**config.mk**
```make
export PLATFORM = sky130hd
export DESIGN_NAME = video_byte_shifter
export DESIGN_NICKNAME = d
export VERILOG_FILES = /design/src/rtl/video_byte_shifter.sv
export SDC_FILE = /design/constraint.sdc
export NUM_CORES = 1
export LEC_CHECK = 0
export BUFFER_PORTS_ARGS = -buffer_cell sky130_fd_sc_hd__buf_2
export CAP_MARGIN = 40
export CORE_MARGIN = 8
export CORE_UTILIZATION = 52
export CTS_CLUSTER_DIAMETER = 60
export DETAILED_ROUTE_END_ITERATION = 8
export HOLD_SLACK_MARGIN = 0.08
export PLACE_DENSITY = 0.73
export REMOVE_ABC_BUFFERS = 1
export SETUP_SLACK_MARGIN = 0.15
export SYNTH_ARGS = -nofsm -noshare
export SYNTH_HDL_FRONTEND = slang
export SYNTH_SLANG_ARGS = --single-unit
```
**constraint.sdc**
```tcl
create_clock -name clk -period 2.3 [get_ports clk]
set_input_delay 0.115 -clock clk [delete_from_list [all_inputs] [get_ports clk]]
set_output_delay 0.115 -clock clk [all_outputs]
set_load 0.01 [all_outputs]
```
**src/rtl/video_byte_shifter.sv**
```systemverilog
// video_byte_shifter: fetches display bytes from video RAM and turns them
// into per-clock 2-bit colour indices, with border/blank codes outside the viewport.
module video_byte_shifter #(
    parameter int         ADDR_W      = 13,
    parameter logic [1:0] BORDER_CODE = 2'b00
) (
    input  logic              clk,
    input  logic              reset_n,
    input  logic [5:0]        width,
    input  logic              bpp2,
    input  logic [3:0]        line_rep,
    input  logic [ADDR_W-1:0] base_addr,
    input  logic              preload,
    input  logic [1:0]        active,
    input  logic              hsn,
    input  logic              fsn,
    output logic              mem_req,
    output logic [ADDR_W-1:0] mem_addr,
    input  logic              mem_ack,
    input  logic [7:0]        mem_data,
    output logic [1:0]        pixel,
    output logic [1:0]        pix_class,
    output logic              underrun
);

    typedef enum logic [1:0] {
        S_IDLE,
        S_ISSUE,
        S_WAIT,
        S_FULL
    } state_t;

    state_t            r_state;
    state_t            w_next;
    logic              r_fsn_d;
    logic              r_hsn_d;
    logic              r_pre_d;
    logic [ADDR_W-1:0] r_row_base;
    logic [3:0]        r_line_cnt;
    logic [5:0]        r_fetch_cnt;
    logic [7:0]        r_hold;
    logic              r_hold_full;
    logic [7:0]        r_shift;
    logic [3:0]        r_cnt;
    logic [1:0]        r_pixel;
    logic [1:0]        r_class;
    logic              r_underrun;

    logic              w_fs;
    logic              w_le;
    logic              w_pre_rise;
    logic              w_flush;
    logic              w_view;
    logic              w_load;
    logic              w_take;
    logic [3:0]        w_cpb_max;
    logic [3:0]        w_hold_mask;
    logic [7:0]        w_shift_cur;
    logic              w_shift_now;
    logic [1:0]        w_pix;
    logic [ADDR_W-1:0] w_width_ext;

    assign w_fs        = r_fsn_d & ~fsn;
    assign w_le        = r_hsn_d & ~hsn;
    assign w_pre_rise  = preload & ~r_pre_d;
    assign w_flush     = w_fs | w_le;
    assign w_view      = (active == 2'b11);
    assign w_load      = w_view && (r_cnt == 4'd0);
    assign w_take      = w_load && r_hold_full;
    assign w_width_ext = {{(ADDR_W-6){1'b0}}, width};
    assign mem_addr    = r_row_base + {{(ADDR_W-6){1'b0}}, r_fetch_cnt};
    assign w_shift_cur = w_load ? (r_hold_full ? r_hold : 8'h00) : r_shift;
    assign w_shift_now = ((r_cnt & w_hold_mask) == w_hold_mask);
    assign w_pix       = bpp2 ? w_shift_cur[7:6] : {2{w_shift_cur[7]}};
    assign pixel       = r_pixel;
    assign pix_class   = r_class;
    assign underrun    = r_underrun;

    // Clocks per byte and pixel-hold mask from row width and depth
    always_comb begin
        w_cpb_max   = (width == 6'd32) ? 4'd7 : 4'd15;
        w_hold_mask = 4'd3;
        case ({width == 6'd32, bpp2})
            2'b10:   w_hold_mask = 4'd0;
            2'b11:   w_hold_mask = 4'd1;
            2'b00:   w_hold_mask = 4'd1;
            default: w_hold_mask = 4'd3;
        endcase
    end

    // Edge-detect history for sync and preload inputs
    always_ff @(posedge clk or negedge reset_n) begin
        if (!reset_n) begin
            r_fsn_d <= 1'b1;
            r_hsn_d <= 1'b1;
            r_pre_d <= 1'b0;
        end else begin
            r_fsn_d <= fsn;
            r_hsn_d <= hsn;
            r_pre_d <= preload;
        end
    end

    // Row base and scanline repeat tracking; frame start beats line end
    always_ff @(posedge clk or negedge reset_n) begin
        if (!reset_n) begin
            r_row_base <= '0;
            r_line_cnt <= 4'd0;
        end else if (w_fs) begin
            r_row_base <= base_addr;
            r_line_cnt <= 4'd0;
        end else if (w_le) begin
            if (r_line_cnt == line_rep) begin
                r_line_cnt <= 4'd0;
                r_row_base <= r_row_base + w_width_ext;
            end else begin
                r_line_cnt <= r_line_cnt + 4'd1;
            end
        end
    end

    // Fetch state register
    always_ff @(posedge clk or negedge reset_n) begin
        if (!reset_n) r_state <= S_IDLE;
        else          r_state <= w_next;
    end

    // Fetch next state and request strobe; sync events abort any fetch
    always_comb begin
        w_next  = r_state;
        mem_req = 1'b0;
        case (r_state)
            S_IDLE:  if (w_pre_rise) w_next = S_ISSUE;
            S_ISSUE: begin
                mem_req = 1'b1;
                w_next  = S_WAIT;
            end
            S_WAIT:  if (mem_ack) w_next = S_FULL;
            S_FULL:  if (!r_hold_full)
                         w_next = (r_fetch_cnt < width) ? S_ISSUE : S_IDLE;
            default: w_next = S_IDLE;
        endcase
        if (w_flush) w_next = w_pre_rise ? S_ISSUE : S_IDLE;
    end

    // Holding register and fetch byte counter
    always_ff @(posedge clk or negedge reset_n) begin
        if (!reset_n) begin
            r_hold      <= 8'h00;
            r_hold_full <= 1'b0;
            r_fetch_cnt <= 6'd0;
        end else if (w_flush) begin
            r_hold_full <= 1'b0;
            r_fetch_cnt <= 6'd0;
        end else begin
            if (r_state == S_IDLE && w_pre_rise) r_fetch_cnt <= 6'd0;
            if (r_state == S_WAIT && mem_ack) begin
                r_hold      <= mem_data;
                r_hold_full <= 1'b1;
                r_fetch_cnt <= r_fetch_cnt + 6'd1;
            end else if (w_take) begin
                r_hold_full <= 1'b0;
            end
        end
    end

    // Pixel shifter: load every cpb clocks in the viewport, shift per hold
    always_ff @(posedge clk or negedge reset_n) begin
        if (!reset_n) begin
            r_shift <= 8'h00;
            r_cnt   <= 4'd0;
        end else if (w_flush) begin
            r_shift <= 8'h00;
            r_cnt   <= 4'd0;
        end else if (!w_view) begin
            r_cnt   <= 4'd0;
        end else begin
            if (w_shift_now)
                r_shift <= bpp2 ? {w_shift_cur[5:0], 2'b00}
                                : {w_shift_cur[6:0], 1'b0};
            else
                r_shift <= w_shift_cur;
            r_cnt <= (r_cnt == w_cpb_max) ? 4'd0 : r_cnt + 4'd1;
        end
    end

    // Sticky underrun: set on a load with no byte ready
    always_ff @(posedge clk or negedge reset_n) begin
        if (!reset_n)                    r_underrun <= 1'b0;
        else if (w_fs)                   r_underrun <= 1'b0;
        else if (w_load && !r_hold_full) r_underrun <= 1'b1;
    end

    // Output stage: one register, class follows active
    always_ff @(posedge clk or negedge reset_n) begin
        if (!reset_n) begin
            r_pixel <= 2'b00;
            r_class <= 2'b00;
        end else begin
            r_class <= active;
            case (active)
                2'b11:   r_pixel <= w_pix;
                2'b10:   r_pixel <= BORDER_CODE;
                default: r_pixel <= 2'b00;
            endcase
        end
    end

endmodule

```
# Word-level counts from Yosys, hierarchy flattened

Cells that the tools add are included.
Widths: inputs -> output; s select.

Memories: 0
Output and inout port bits: 19
Latch bits: 0
Bits in writable memories: 0
Flip-flop bits (word level): 54
Bits in read-only memories: 0
Word-level logic and storage cells: 96
Bits of input ports: 40

$add $sub $neg: 5
Bitwise gates (word level): 9
Div/mod/pow operators: 0
Reduce and logical (&&, ||, !) cells: 19
Magnitude comparators: 1
Multiplexer cells: 35
Shifts and indexed selects: 0
Equal/unequal tests: 13
$mul: 0

Operator list:

| cell                | count |
|---|---|
| $mux 8              | 6 |
| $mux 13             | 3 |
| $mux 4              | 7 |
| $add 13x6->13       | 2 |
| $mux 6              | 3 |
| $eq 4x4->1          | 3 |
| $eq 2x2->1 const B  | 5 |
| $mux 2              | 5 |
| $mux 1              | 9 |
| $ne 3x3->1 const B  | 3 |
| $add 4x1->4 const B | 2 |
| $pmux 2 s4          | 1 |
| $reduce_bool 2->1   | 4 |
| $add 6x1->6 const B | 1 |
| $eq 6x6->1 const B  | 1 |
| $lt 6x6->1          | 1 |
| $reduce_bool 3->1   | 2 |
| $logic_and 1x1->1   | 5 |
| $and 4x4->4         | 1 |
| $logic_not 2->1     | 2 |
| $logic_not 4->1     | 1 |
| $not 1->1           | 4 |
| $pmux 2 s2          | 1 |
| $reduce_and 2->1    | 2 |
| other kinds (6)     | 8 |

# Logic depth before layout (Yosys ltp)

Depth in word-level cells: 9
Mapped depth: 8
Depth with buffers taken out: 8

# Worst setup path after synthesis

No wires, ideal clock.

Path type: reg-to-output
From: reg r_fetch_cnt[0]
To: out mem_addr[10]
Data required time: 2.185 ns
Path buffers: 0
Path slack: 0.175 ns
Stages on the path, launching flop included: 9
Data arrival time: 2.010 ns
Path through: dfrtp_1 > ha_1 > fa_1 > a21o_1 > a21oi_1 > o21bai_1 > a21oi_1 > nor2_1 > xor2_1

Word-level cells in the longest chain between the ends: 1

RTL lines:

| element                  | line | source |
|---|---|---|
| start: declaration       | 40   | `logic [5:0] r_fetch_cnt;` |
| start signal: assignment | 160  | `r_fetch_cnt <= r_fetch_cnt + 6'd1;` |
| $add 13x6->13            | 71   | `assign mem_addr = r_row_base + {{(ADDR_W-6){1'b0}}, r_fetch_cnt};` |
| end: declaration         | 18   | `output logic [ADDR_W-1:0] mem_addr,` |

No other way between the ends.

# Worst setup path in the final report

From: reg r_row_base[0]
To: out mem_addr[10]

Word-level cells in the longest chain between the ends: 1

RTL lines:

| element                  | line | source |
|---|---|---|
| start: declaration       | 38   | `logic [ADDR_W-1:0] r_row_base;` |
| start signal: assignment | 110  | `r_row_base <= base_addr;` |
| start signal: assignment | 115  | `r_row_base <= r_row_base + w_width_ext;` |
| $add 13x6->13            | 71   |  |

No other way between the ends.

==> results.md <==
* H-tree Lvls at 2
* Crit path launch: r_row_base[0]
* RSZ-0062 raised after global routing: yes
* Slowest cell on crit path: dfrtp_1
* # setup viols final at 11
* Hold Worst Slack at 0.175 ns
* Min-delay src: base_addr[5]
* Slew Limit Headroom at a little under three fifths
* Worst-Margin Slew at roughly 0.65 ns
* Final WS setup at -0.146 ns
* Clk_lat worst skew at roughly 0.31 ns
* Placed Area at approximately 3800 um2
* Top Ports at just under 60
* Top-count cell post-synth: nand2_1
* Post-synthesis cell type count at between 40 and 50
* Most frequent cells after synthesis: 61 x nand2_1, 52 x dfrtp_1, 31 x nor2_1
* Mean post-synth cell area at around 9.1 um2
* Vias in the first global route at approximately 3200
* Ys async rst share at between 90% and 100%
* Data arrival, critical path at roughly 2.3 ns
* Initial Utilization at 53.9%
* Maximum clock path buffer count at 2
* Run status: finished with violations
* GPL Wtd Cong at approximately 0.83
* Routed vias at around 3100
* Via density at around 5.5
* Req. time, crit path at 2.18 ns
* Max FO, Critical Path at 4
* CTS Buf Count at 5
* Primary FF master, synth: dfrtp_1
* Clk_skew at slightly above 0.008 ns
* Post-synth EDFFs at 0
* IO Port Bufs at between 50 and 60
* Cells after Synth at between 300 and 400
* Synth Cell Area at ~3400 um2
* Yosys warns at 0
* Core Area at approximately 6300 um2
* Nets at roughly 550
* Fmax at slightly above 400 MHz
* CTS tree: built
* Worst Setup Start Kind: flip-flop
* Worst path top cell family by delay: compound AO/OA/AOI/OAI gates
* Overall power at approximately 2.8 mW
* Fin crit share at 106%
* Final Cell Area at approximately 4500 um2
* Lkg Pwr at 2.15 nW
* Total congestion overflow at 0
* MaxCap Viol Count at 0
* Reg clk slew, reported paths at around 0.11 ns
* Root buffer cell: clkbuf_8
* Min Tclk post-route at between 2 and 2.5 ns
* # rows at 29
* DRC viols at 0
* Setup tns final at -0.720 ns
* Antenna violations before repair at 0
* Peak VDD IR at approximately 500 uV
* Hold crit path type: input pin to flip-flop
* Clk sinks at 54
* Routed Antenna Nets at 0
* Reg-to-Reg Start: r_row_base[0]
* Area leader, netlist: dfrtp_1
* Gr usage total at 18.7%
* Share of post-route cells with drive strength above 1 at a little over a quarter
* Wire length of the first global-routing pass at 15100 um
* Pre-antenna DRT Iters at 4
* DRT iter0 DRCs at between 150 and 200
* Layout area overhead at 32.0%
* Synth area leaders: dfrtp_1 38%, ha_1 9.5%, nand2_1 6.7%, xnor2_1 3.8%, a21oi_1 3.5%
* Die Ht at around 100 um
* Power per standard cell area at 614 nW/um2
* Yosys top cell area share at approximately 38%
* Die X at 97.2 um
* Crit path largest cell delay at between 0.4 and 0.5 ns
* Failing checks: setup timing
* DR WL/cell at about 16 um
* Crit-path cells: ha_2 -> fa_2 -> a21o_1 -> a21oi_2 -> o21bai_1 -> a21oi_1 -> buf_4 -> nor2_1 -> xor2_1 -> buf_2
* DP HPWL at around 6000 um
* Sequential area share after synthesis at roughly two fifths
* Pin count of the biggest net entering global routing at 30
* Pins over their slew limit at 0
* Synth Register Bits at 54
* Crit Path Class: flip-flop to output pin
* Die Area at between 9000 and 10000 um2
* Routed Wire Length at roughly 9000 um
* Antenna diodes at 0
* Final hold violations at 0
* Crit path buf inv count at 2
* Setup crit end kind: output pin
-- through the flow --
| stage | std cells | setup WS (ns) | utilization (%) |
|---|---|---|---|
| floorplan | 366 | -0.227 | - |
| global placement | 511 | 0.0456 | 60.6 |
| detailed placement | 511 | 0.000499 | 60.6 |
| CTS | 558 | -0.106 | 69.5 |
| global route | 562 | -0.253 | 71.2 |
| finish | 562 | -0.146 | 71.2 |
-- power breakdown --
part	internal, mW	switching [mW]
clock network	0.333	0.342
registers	1.09	0.132
logic	0.403	0.471
-- logic make-up after synthesis --
logic type                 after synthesis  synth area share (%)
DFF                                     54                  39.5
buffers and inverters                   27                  3.25
AOI/OAI and AO/OA                       95                  17.9
muxes                                    7                  2.19
xor gates and xnor gates                28                  7.16
adders and majority gates               28                  10.7
and+or+nand+nor                        138                  19.3
-- final cells by class --
cell class              instances  area (um2)
clock buffers                   5        68.8
clock inverters                 3        47.5
fillers                       467        1830
inverters                      16        60.1
multi-input cells             296        2100
flip-flops and latches         54        1360
well taps                      77        96.3
repair buffers                111         791
-- what timing repair did --
action	in CTS	in global routing
endpoints found under the hold margin	50	0
resized for setup	22	12
setup endpoints to repair	13	16
buffers inserted	13	4
pin swaps	11	17
cloned	0	0
hold buffers	26	0
-- sequential cells by signal, summed over array words and instances, names as in the netlist --
signal / count
pix_class: 2
pixel: 2
r_cnt: 4
r_fetch_cnt: 6
r_fsn_d: 1
r_hold: 8
r_hold_full: 1
r_hsn_d: 1
r_line_cnt: 4
r_pre_d: 1
r_row_base: 13
r_shift: 8
r_state: 2
underrun: 1
-- placed cells by master (no fill, tap or decap), drive strengths merged, types with 6 or more instances in the layout --
master       count
nand2           61
nor2            31
o21ai           26
buf             85
dfrtp           52
nand3           11
a21oi           24
o221ai           6
a21o             8
dlygate4sd3     26
nor2b           11
a211oi           6
xnor2           15
inv             18
ha              26
xor2            13
nor3             7
-- routing by layer --
metal  share of wire, %  global-route usage, %  vias up
li1                   -                      -     1538
met1                 45                   23.6     1491
met2                 51                   31.9       84
met3                3.3                   3.20        4
met4               0.62                   5.21        0
met5                  0                      0        -
-- final timing paths --
| check | to | slack [ns] | depth (start not counted) |
|---|---|---|---|
| min in group asynchronous | r_row_base[2] | 0.34 | 2 |
| setup reg to reg | r_row_base[10] | -0.02 | 10 |
| hold / removal | r_row_base[5] | 0.18 | 4 |
| max in group asynchronous | r_hsn_d | 1.29 | 3 |
| setup / recovery | mem_addr[10] | -0.15 | 10 |
| hold reg to reg | r_hold[2] | 0.48 | 2 |
-- worst register-to-register path, cell delays in order, from the launching register on --
cell      delay (ns)
dfrtp_1         0.41
buf_4           0.14
buf_6           0.11
ha_4            0.16
fa_2            0.39
a211oi_2        0.27
o21bai_1        0.11
a21oi_2         0.26
nor3_1          0.09
xnor2_1         0.19
o21ai_1         0.08
Note: power is estimated with default switching activity, not from simulation.
